<file path="config.mk">
export PLATFORM = sky130hd
export DESIGN_NAME = key_load_ctrl
export DESIGN_NICKNAME = d
export VERILOG_FILES = /design/src/rtl/key_ctrl_pkg.sv /design/src/rtl/key_shreg.sv /design/src/rtl/key_load_ctrl.sv
export SDC_FILE = /design/constraint.sdc
export NUM_CORES = 1
export LEC_CHECK = 0
export ABC_AREA = 1
export CORE_MARGIN = 3
export CORE_UTILIZATION = 49
export CTS_BUF_LIST = sky130_fd_sc_hd__clkbuf_8 sky130_fd_sc_hd__clkbuf_16
export DETAILED_ROUTE_END_ITERATION = 12
export GPL_TIMING_DRIVEN = 0
export PLACE_DENSITY = 0.82
export SLEW_MARGIN = 20
export SYNTH_ARGS = -nofsm -noshare
export SYNTH_HDL_FRONTEND = slang
export SYNTH_SLANG_ARGS = --single-unit
</file>
<file path="constraint.sdc">
create_clock -name clk -period 1.6 [get_ports clk]
set_input_delay 0.32 -clock clk [delete_from_list [all_inputs] [get_ports clk]]
set_output_delay 0.32 -clock clk [all_outputs]
set_load 0.02 [all_outputs]
</file>
<file path="src/rtl/key_ctrl_pkg.sv">
// Shared definitions for the key-load controller: state encoding, parameter defaults
// and the bit-counter width helper. Optional parity checking is enabled by KEY_PARITY_CHECK_EN.
package key_ctrl_pkg;

  localparam int KEY_W_DEFAULT     = 10;
  localparam int MAX_RETRY_DEFAULT = 3;

  typedef enum logic [2:0] {
    ST_IDLE    = 3'd0,
    ST_LOAD    = 3'd1,
    ST_CHECK   = 3'd2,
    ST_ACTIVE  = 3'd3,
    ST_LOCKOUT = 3'd4
  } key_state_e;

  // Counter must reach KEY_W+1 (parity beat) without wrapping.
  function automatic int cnt_width(input int key_w);
    return $clog2(key_w + 2);
  endfunction

endpackage

</file>
<file path="src/rtl/key_shreg.sv">
// Shadow shift register and saturating beat counter for the serial key loader.
// Bits enter at the LSB, so the first (MSB-first) bit ends up at the top.
module key_shreg
  import key_ctrl_pkg::*;
#(
  parameter int SH_W  = KEY_W_DEFAULT,
  parameter int CNT_W = cnt_width(KEY_W_DEFAULT)
) (
  input  logic             clk,
  input  logic             rst,
  input  logic             clr,
  input  logic             shift_en,
  input  logic             bit_in,
  output logic [SH_W-1:0]  shadow,
  output logic [CNT_W-1:0] cnt
);

  logic [SH_W-1:0]  shadow_q, shadow_d;
  logic [CNT_W-1:0] cnt_q, cnt_d;

  always_comb begin
    shadow_d = shadow_q;
    cnt_d    = cnt_q;
    if (clr) begin
      shadow_d = '0;
      cnt_d    = '0;
    end else if (shift_en) begin
      shadow_d = {shadow_q[SH_W-2:0], bit_in};
      if (cnt_q != '1) begin
        cnt_d = cnt_q + CNT_W'(1);
      end
    end
  end

  always_ff @(posedge clk) begin
    if (rst) begin
      shadow_q <= '0;
      cnt_q    <= '0;
    end else begin
      shadow_q <= shadow_d;
      cnt_q    <= cnt_d;
    end
  end

  assign shadow = shadow_q;
  assign cnt    = cnt_q;

endmodule

</file>
<file path="src/rtl/key_load_ctrl.sv">
// Key-load controller: serially loads a logic-locking key, optionally parity-checks it
// (KEY_PARITY_CHECK_EN) with retry/lockout, and drives the verified key onto the key gates.
module key_load_ctrl
  import key_ctrl_pkg::*;
#(
  parameter int KEY_W     = KEY_W_DEFAULT,
  parameter int MAX_RETRY = MAX_RETRY_DEFAULT
) (
  input  logic             clk,
  input  logic             rst,
  input  logic             start,
  input  logic             key_clr,
  input  logic             kin_valid,
  input  logic             kin_bit,
  output logic             kin_ready,
  output logic [KEY_W-1:0] key_out,
  output logic             key_valid,
  output logic             busy,
  output logic             err,
  output logic             lockout,
  output logic [2:0]       state_o
);

  // Handshake: a bit is consumed on every cycle where kin_valid && kin_ready;
  // kin_ready is high only in LOAD, and key_clr suppresses a coincident beat.

  localparam logic [2:0] IDLE    = ST_IDLE;
  localparam logic [2:0] LOAD    = ST_LOAD;
  localparam logic [2:0] CHECK   = ST_CHECK;
  localparam logic [2:0] ACTIVE  = ST_ACTIVE;
  localparam logic [2:0] LOCKOUT = ST_LOCKOUT;

`ifdef KEY_PARITY_CHECK_EN
  localparam int PAR_W = 1;
`else
  localparam int PAR_W = 0;
`endif
  localparam int SH_W  = KEY_W + PAR_W;
  localparam int CNT_W = cnt_width(KEY_W);
  localparam logic [CNT_W-1:0] LAST_CNT = CNT_W'(SH_W - 1);

  logic [2:0]       state_q, state_d;
  logic [KEY_W-1:0] key_q, key_d;
  logic [SH_W-1:0]  shadow;
  logic [CNT_W-1:0] cnt;
  logic             beat, last_beat, sh_clr, chk_pass;

  assign kin_ready = (state_q == LOAD);
  assign beat      = kin_valid && kin_ready && !key_clr;
  assign last_beat = beat && (cnt == LAST_CNT);
  assign sh_clr    = ((state_q == IDLE) && start) ||
                     (key_clr && ((state_q == LOAD) || (state_q == ACTIVE)));

  key_shreg #(
    .SH_W  (SH_W),
    .CNT_W (CNT_W)
  ) u_shreg (
    .clk      (clk),
    .rst      (rst),
    .clr      (sh_clr),
    .shift_en (beat),
    .bit_in   (kin_bit),
    .shadow   (shadow),
    .cnt      (cnt)
  );

`ifdef KEY_PARITY_CHECK_EN
  localparam int RTY_W = (MAX_RETRY < 2) ? 1 : $clog2(MAX_RETRY + 1);
  logic [RTY_W-1:0] retry_q, retry_d;
  logic             err_q, err_d;

  // Even parity across key and parity bit.
  assign chk_pass = ~(^shadow);
`else
  logic unused_cfg;
  assign unused_cfg = (MAX_RETRY > 0);
  assign chk_pass   = 1'b1;
`endif

  always_comb begin
    state_d = state_q;
    key_d   = key_q;
`ifdef KEY_PARITY_CHECK_EN
    retry_d = retry_q;
    err_d   = 1'b0;
`endif
    case (state_q)
      IDLE: begin
        if (start) state_d = LOAD;
      end
      LOAD: begin
        if (key_clr)        state_d = IDLE;
        else if (last_beat) state_d = CHECK;
      end
      CHECK: begin
        if (chk_pass) begin
          key_d   = shadow[SH_W-1 -: KEY_W];
          state_d = ACTIVE;
`ifdef KEY_PARITY_CHECK_EN
          retry_d = '0;
        end else begin
          err_d   = 1'b1;
          retry_d = retry_q + RTY_W'(1);
          state_d = (retry_d == RTY_W'(MAX_RETRY)) ? LOCKOUT : IDLE;
`endif
        end
      end
      ACTIVE: begin
        if (key_clr) begin
          key_d   = '0;
          state_d = IDLE;
        end
      end
      LOCKOUT: state_d = LOCKOUT;
      default: begin
        key_d   = '0;
        state_d = IDLE;
      end
    endcase
  end

  always_ff @(posedge clk) begin
    if (rst) begin
      state_q <= IDLE;
      key_q   <= '0;
`ifdef KEY_PARITY_CHECK_EN
      retry_q <= '0;
      err_q   <= 1'b0;
`endif
    end else begin
      state_q <= state_d;
      key_q   <= key_d;
`ifdef KEY_PARITY_CHECK_EN
      retry_q <= retry_d;
      err_q   <= err_d;
`endif
    end
  end

  assign key_out   = key_q;
  assign key_valid = (state_q == ACTIVE);
  assign busy      = (state_q == LOAD) || (state_q == CHECK);
  assign state_o   = state_q;
`ifdef KEY_PARITY_CHECK_EN
  assign err       = err_q;
  assign lockout   = (state_q == LOCKOUT);
`else
  assign err       = 1'b0;
  assign lockout   = 1'b0;
`endif

endmodule

</file>
* Yosys cells after proc, flatten, opt, wreduce, memory -nomap -nowiden
Cells that the tools add are included.
** Storage, ports and cells
- Flip-flop bits (word level) :: 27
- Logic and storage cells :: 37
** Cells by class
- $add $sub $neg :: 1
- Equality and inequality tests :: 9
- Mux-type cells :: 7
- Bitwise logic cells :: 1
- Reduce and logical (&&, ||, !) cells :: 15
** Operators with widths (number)
- 10-bit one-hot mux with 3 select lines :: 1
- 3-bit one-hot mux with 5 select lines :: 1
- 3-bit two-way mux :: 4
- 10-bit two-way mux :: 1
- 3-bit by 2-bit equality test with 1-bit output (second input constant) :: 2
- 1-bit logical AND :: 5
- 4-bit by 1-bit adder with 4-bit output (second input constant) :: 1
- 4-bit equality test (second input constant) :: 1
- 2-bit != test (second input constant) :: 2
- 4-bit != test (second input constant) :: 1
- 2-bit AND reduction :: 2
- 3-bit by 1-bit equality test with 1-bit output (second input constant) :: 1
- 3-bit equality test (second input constant) :: 1
- 3-bit zero test :: 1
- 1-bit logical OR :: 3
- 3-bit by 2-bit != test with 1-bit output (second input constant) :: 1
- 3-bit AND reduction :: 1
- 3-bit OR reduction :: 1
- 2-bit OR reduction :: 1
- 1-bit zero test :: 1
- 1-bit inverter :: 1

* Longest topological paths before layout
Gate-level depths: netlist (run 1).
- Depth in word-level cells :: 7
- Depth in mapped cells :: 9
- Depth with buffers taken out :: 9

* Modules after synthesis
Synthesis (run 1) repeated with hierarchy kept, for this count alone.
** Unflattened totals
- Cell total of the unflattened synthesis :: 160
- Area, all modules :: 1169.9 um2
** Modules (own cells, without submodules)
- key_load_ctrl :: instances 1, cells an instance 87, area each 619.3 um2, seq. area each 260.2 um2
- key_shreg :: instances 1, cells an instance 73, area each 550.5 um2, seq. area each 280.3 um2

* Worst setup path after synthesis (run 1)
Ideal clock, no wire load.
- Path type :: flip-flop to flip-flop
- From :: register state_q[0], in the netlist state_o[0]
- To :: register state_q[1], in the netlist state_o[1]
- Setup time :: 113 ps
- Arrival time :: 1273 ps
- Required time :: 1487 ps
- Path slack :: 214 ps
- Cell stages (with the launch flop) :: 8
- Clock period less this slack :: 1386 ps
- Path through :: dfxtp_1 nand2_1 nor2_2 nand2_1 nand3_1 nand2_1 nand2_1 nor2_1
** Between the ends
- Elaborated cells on any way between the ends :: 13
** RTL lines
- start: declaration :: RTL line key_load_ctrl.sv:42 : logic [2:0] state_q, state_d;
- start signal: assignment :: RTL line key_load_ctrl.sv:131 : state_q <= state_d;
- 3-bit by 2-bit equality test with 1-bit output (*)
- net key_valid :: RTL line key_load_ctrl.sv:17 : output logic key_valid,
- 2-bit != test (no line)
- 3-bit AND reduction (no line)
Mark *: on every way through the listed nets, which the timed path passes. The rest lies on a longest branch.
A chain may end at the register's enable or synchronous reset.

* Worst setup path after layout (run 1)
- From :: register state_q[1], in the netlist state_o[1]
- To :: output kin_ready
** Between the ends
- Cells in the longest elaborated chain, start to end :: 1
** Ends and longest elaborated chain
- 3-bit by 1-bit equality test with 1-bit output :: RTL line key_load_ctrl.sv:48 : assign kin_ready = (state_q == LOAD);
- end: declaration :: RTL line key_load_ctrl.sv:15 : output logic kin_ready,
No other way between the ends.

==> reports/summary.txt, run 1 <==
Area Growth Syn to Fin -> 26.05%
# DRC -> 0
Clock slew at reported path FFs -> 0.09 ns
Max IR drop VDD -> 0.6543 mV
Hpwl dp -> 1698 um
Place WS -> -0.1529 ns
Worst R2R Path Depth -> 9
Worst EP required -> 1.28 ns
N_diodes -> 0
Cell area power density -> 944.0 mW/mm^2
Synth Warn # -> 0
Final Hold Fails -> 0
Vias in the first global route -> 983
Power Internal -> 961.1 uW
Vias per inst -> 4.850
Slew Limit Fails -> 0
Worst Hold End -> state_o[2]$_SDFFE_PP0P_
Overall Power -> 1.377 mW
Global-route wire length before repair -> 3960 um
Hold WS -> 0.4508 ns
Seq/Total Area, Yosys -> 0.4670
Min cycle time layout -> 1.542 ns
Gate power share -> 0.202
Root buf cell -> clkbuf_8
Synth async-reset ratio -> 0
R2R setup slack -> 0.27 ns
Post-synth EDFFs -> 0
PortBufs -> 21
Sequential Power Share -> 0.513
Cell variety after synth -> 25
Final period utilization -> 0.9637
Final Cell Area -> 0.001459 mm^2
Synth area leaders -> dfxtp_1, nand2_1, a21oi_1, inv_1, nor2_1
Leakage -> 0.5650 nW
Wirelength per Cell -> 10.60 um
Sw Pwr -> 416.0 uW
R2R Path Start -> u_shreg.cnt[0]$_SDFFE_PP0P_
Clock sinks -> 27
Vias -> 1,033
Fmax -> 0.6485 GHz
Setup TNS -> 0 ns
RSZ-0062 raised after global routing -> false
Placed insts -> 209
Num CTS Buffers -> 3
Worst EP arrival -> 1.22 ns
Critical R2R Capture -> u_shreg.cnt[1]$_SDFFE_PP0P_
Worst clock skew -> 0.002096 ns
Final #Nets -> 195
# fillers -> 178
Total GRT Usage -> 0.1811
TritonCTS clock tree -> built
Netlist Area Pre-Place -> 0.001157 mm^2
DR iter-0 viols -> 11
Clock Tree Buf Depth -> 2
Sw frac -> 0.3021
Clock share of power -> 0.284
Slowest stage delay, CP -> 0.35 ns
Starting Density -> 0.5506
Synth top area share -> 0.4670
Die X -> 54.60 um
Critical Path Fanout Max -> 5
Final Wtd Congestion -> 0.8098
Largest net degree at the start of global routing -> 17
Drt first pass iters -> 5
FF+latch count, synth -> 27
Post-Syn Instances -> 160
Max Cap Viol -> 0
Initial antenna violation count -> 0
Crit path from -> state_o[1]$_SDFFE_PP0P_
Slowest cell on the critical path -> dfxtp_2
Post-route ant nets -> 0
Fin worst setup slack -> 0.05809 ns
Share of cells above drive strength 1 -> 0.1452
Final WL -> 2257 um
Worst Setup Start Kind -> register
Final core occ -> 0.6940
Avg Inst Size Synth -> 7.233 um^2
Die Y -> 54.60 um
Total gr overflow -> 0
Die area -> 0.002981 mm^2
Hold_sp -> state_o[1]$_SDFFE_PP0P_
Predominant post-synthesis flop cell -> dfxtp_1
Layout Cells excl Fill -> 213
Hold Crit Depth -> 1
Io pins -> 24
Endpoints failing setup -> 0
Critical path endpoint category -> primary output
Setup Buffers After CTS -> 0
Number of core rows -> 16
WS Path Type -> reg -> out
Total number of H-tree levels -> 1
Status -> completed
Synth area leader -> dfxtp_1
Worst Hold Class -> reg -> reg
Placed Area -> 0.001405 mm^2
Critical path, cell by cell -> inv_2 -> nand3_2 -> inv_1 -> clkdlybuf4s15_2
Total core area -> 0.002102 mm^2
Skew-Pair Late Insertion Delay -> 0.27 ns
## state kept, by name (all words and copies together) (netlist names)
register and flops:
u_shreg.shadow 10, u_shreg.cnt 4, key_out 10, state_o 3
## cell usage after synthesis (2+ instances only)
master	count
ha_1	2
a21oi_1	22
buf_6	2
inv_2	3
nor2_1	10
buf_4	2
nand2_1	59
buf_2	2
nand2_2	2
inv_1	11
dfxtp_1	27
nand3_1	4
o21ai_0	2
## placed cells by master (no fill, tap or decap)
cell type	count
nand2_1	59
dfxtp_1	24
a21oi_1	22
clkdlybuf4s50_1	15
inv_1	10
nor2_1	10
inv_2	4
nand3_1	4
buf_2	3
clkbuf_8	3
dlygate4sd2_1	3
nand2_2	2
buf_6	2
o21ai_0	2
ha_1	2
buf_4	2
conb_1	2
dfxtp_2	2
nand3_2	1
nor3_4	1
nor2_2	1
nor2_4	1
clkinv_1	1
o21ai_1	1
a21oi_2	1
nor4_1	1
clkbuf_1	1
xor2_1	1
o21bai_1	1
clkinvlp_4	1
clkbuf_2	1
clkdlybuf4s15_2	1
dfxtp_4	1
## worst max-delay path: cells and delay by family, from the launching register on
kind                   cells  cell delay [ns]
flip-flops                 1             0.35
AND/OR/NAND/NOR            1             0.14
buffers and inverters      3             0.46
## power by group through the flow
stage	clock network, mW	logic (mW)	registers (mW)
global route	0.426	0.307	0.710
detailed placement	0	0.285	0.717
finish	0.392	0.279	0.707
floorplan	0	0.181	0.726
CTS	0.397	0.282	0.705
global placement	0	0.281	0.716
## per-layer routing
layer,part of all wire,vias to the layer above,global-route usage
met2,0.47,25,0.3071
met3,0.038,6,0.03542
met1,0.48,451,0.2178
met5,0,-,0
li1,-,551,-
met4,0.0084,0,0.08299
## cell families after synthesis
family,Yosys count,share of synthesized area
buf+inv,22,0.09296
fa+ha+maj,2,0.02162
other cells,1,0.003240
compound gates,27,0.1222
xor+xnor,1,0.007569
flops,27,0.4670
simple gates,80,0.2854
## what timing repair did
item,4_1_cts,5_1_grt
cloned,0,0
hold endpoints to repair,0,0
hold buffers,0,0
setup endpoints to repair,6,3
gates resized for setup,14,6
## worst max path at each step
stage / to
4_1_cts: key_valid
3_5_place_dp: busy
6_report: kin_ready
3_3_place_gp: busy
5_1_grt: kin_ready
2_1_floorplan: state_o[1]$_SDFFE_PP0P_
## area by class of cell
type	instances	area, um^2	share of cell area
Sequential cell	27	546.8	0.3748
Multi-Input combinational cell	112	524.3	0.3593
Buffer	7	51.30	0.03516
Inverter	15	56.30	0.03859
Clock buffer	3	41.29	0.02830
Clock inverter	1	7.507	0.005146
Tap cell	27	33.78	0.02316
Timing Repair Buffer	21	197.7	0.1355
Note: power is estimated with default switching activity, not from simulation.
==> run 2: changes to the inputs <==
--- a/config.mk
+++ b/config.mk
@@ -7,4 +7,5 @@
 export LEC_CHECK = 0
 export ABC_AREA = 1
+export CORE_ASPECT_RATIO = 0.6
 export CORE_MARGIN = 3
 export CORE_UTILIZATION = 49
==> constraint.sdc (replaced) <==
create_clock -name clk -period 1.6 [get_ports clk]
set_input_delay 0.32 -clock clk [delete_from_list [all_inputs] [get_ports clk]]
set_output_delay 0.32 -clock clk [all_outputs]
set_load 0.05 [all_outputs]
==> reports/summary.txt, run 2 (synthesis gave the netlist of run 1 again) <==
Status -> completed
Critical path endpoint category -> primary output
Total GRT Usage -> 0.1856
Leakage -> 0.6195 nW
Hpwl dp -> 1946 um
Total gr overflow -> 0
Area Growth Syn to Fin -> 25.95%
Fmax -> 0.6427 GHz
Top Family by Delay on Critical Path -> buffers and inverters
Layout Cells excl Fill -> 215
WS Path Type -> reg -> out
Global-route wire length before repair -> 4188 um
Overall Power -> 1.450 mW
Io pins -> 24
Wirelength per Cell -> 12.33 um
DR iter-0 viols -> 73
PortBufs -> 21
Hold WS -> 0.4597 ns
Max Cap Viol -> 0
Largest net degree at the start of global routing -> 16
Worst Hold Class -> reg -> reg
Post-route ant nets -> 0
Slowest stage delay, CP -> 0.53 ns
Critical Path Fanout Max -> 8
Clock Tree Buf Depth -> 2
Final WL -> 2652 um
Vias in the first global route -> 936
Commonest non-fill, non-tap cell in the layout -> nand2_1
Reg area -> 544.3 um^2
Clock slew at reported path FFs -> 0.09 ns
Worst Setup Start Kind -> register
Worst EP arrival -> 1.24 ns
Num CTS Buffers -> 3
TritonCTS clock tree -> built
Slew Limit Fails -> 0
Drt first pass iters -> 4
Skew-Pair Late Insertion Delay -> 0.27 ns
Slowest cell on the critical path -> clkdlybuf4s15_1
Share of cells above drive strength 1 -> 0.1551
Initial antenna violation count -> 0
Root buf cell -> clkbuf_8
Worst EP required -> 1.28 ns
Hold Buf Count CTS -> 0
RSZ-0062 raised after global routing -> false
Die X -> 68.74 um
Final Hold Fails -> 0
Vias per inst -> 5.037
Number of core rows -> 12
Total core area -> 0.002027 mm^2
Die Y -> 43.65 um
Area used by multi-input combinational logic -> 529.3 um^2
N_diodes -> 0
Most frequent cells in the layout -> nand2_1, dfxtp_1, a21oi_1
Min cycle time layout -> 1.556 ns
# DRC -> 0
Final period utilization -> 0.9725
Max IR drop VDD -> 0.7403 mV
Die area -> 0.003000 mm^2
Final #Nets -> 196
Critical path, cell by cell -> clkdlybuf4s15_1
Total number of H-tree levels -> 1
Place WS -> -0.3262 ns
Clock sinks -> 27
Vias -> 1,083
Endpoints failing setup -> 0
Cell area power density -> 994.7 mW/mm^2
Worst clock skew -> 0.004977 ns
Placed insts -> 210
Starting Density -> 0.5710
# fillers -> 166
Final Wtd Congestion -> 0.8569
Fin worst setup slack -> 0.04399 ns
Worst path buffer plus inverter count -> 1
-- run 2: path summary, 6_finish.rpt --
kind | startpoint | to | slack (ns) | depth (start not counted)
hold / removal | key_out[4]$_SDFFE_PP0P_ | key_out[4]$_SDFFE_PP0P_ | 0.46 | 2
setup / recovery | state_o[0]$_SDFFE_PP0P_ | state_o[0] | 0.04 | 1
setup reg to reg | u_shreg.cnt[0]$_SDFFE_PP0P_ | u_shreg.cnt[0]$_SDFFE_PP0P_ | 0.18 | 8
hold reg to reg | key_out[4]$_SDFFE_PP0P_ | key_out[4]$_SDFFE_PP0P_ | 0.46 | 2
-- run 2: repair_timing --
action | CTS | global route
setup endpoints to repair | 16 | 3
setup buffers | 0 | 1
cloned | 0 | 0
pin swaps | 0 | 1
resized for setup | 30 | 9
endpoints found under the hold margin | 0 | 0
-- run 2: per-stage QoR --
step / instance area (um^2) / setup TNS, ns / util
CTS: 1436 / -0.01114 / 0.7086
detailed placement: 1414 / -0.7457 / 0.6975
floorplan: 1169 / 0 / -
global placement: 1414 / -0.6834 / 0.6975
finish: 1458 / 0 / 0.7191
global route: 1458 / 0 / 0.7191
-- run 2: metal layers --
metal	track usage	up-vias	routed length, um
met5	0	-	0
met2	0.2960	38	1188
met4	0.03101	0	42
met3	0.05440	6	203
li1	-	550	-
met1	0.2532	489	1218
-- run 2: layout make-up --
cell class | count | share of cell area
multi-input combinational | 112 | 0.3631
tap | 28 | 0.02403
inverter | 15 | 0.03863
clock inverter | 1 | 0.003433
clock buffer | 3 | 0.02833
sequential | 27 | 0.3734
buffer | 7 | 0.03519
timing repair buffer | 22 | 0.1339
-- run 2: tightest hold or removal path: stages, from the launching register on --
cell and delay (ns):
dfxtp_1 0.32, nand2_1 0.06, a21oi_1 0.05
-- run 2: where the power goes --
group	internal, mW	switching, mW
logic	0.117	0.252
clock network	0.174	0.200
registers	0.686	0.0200
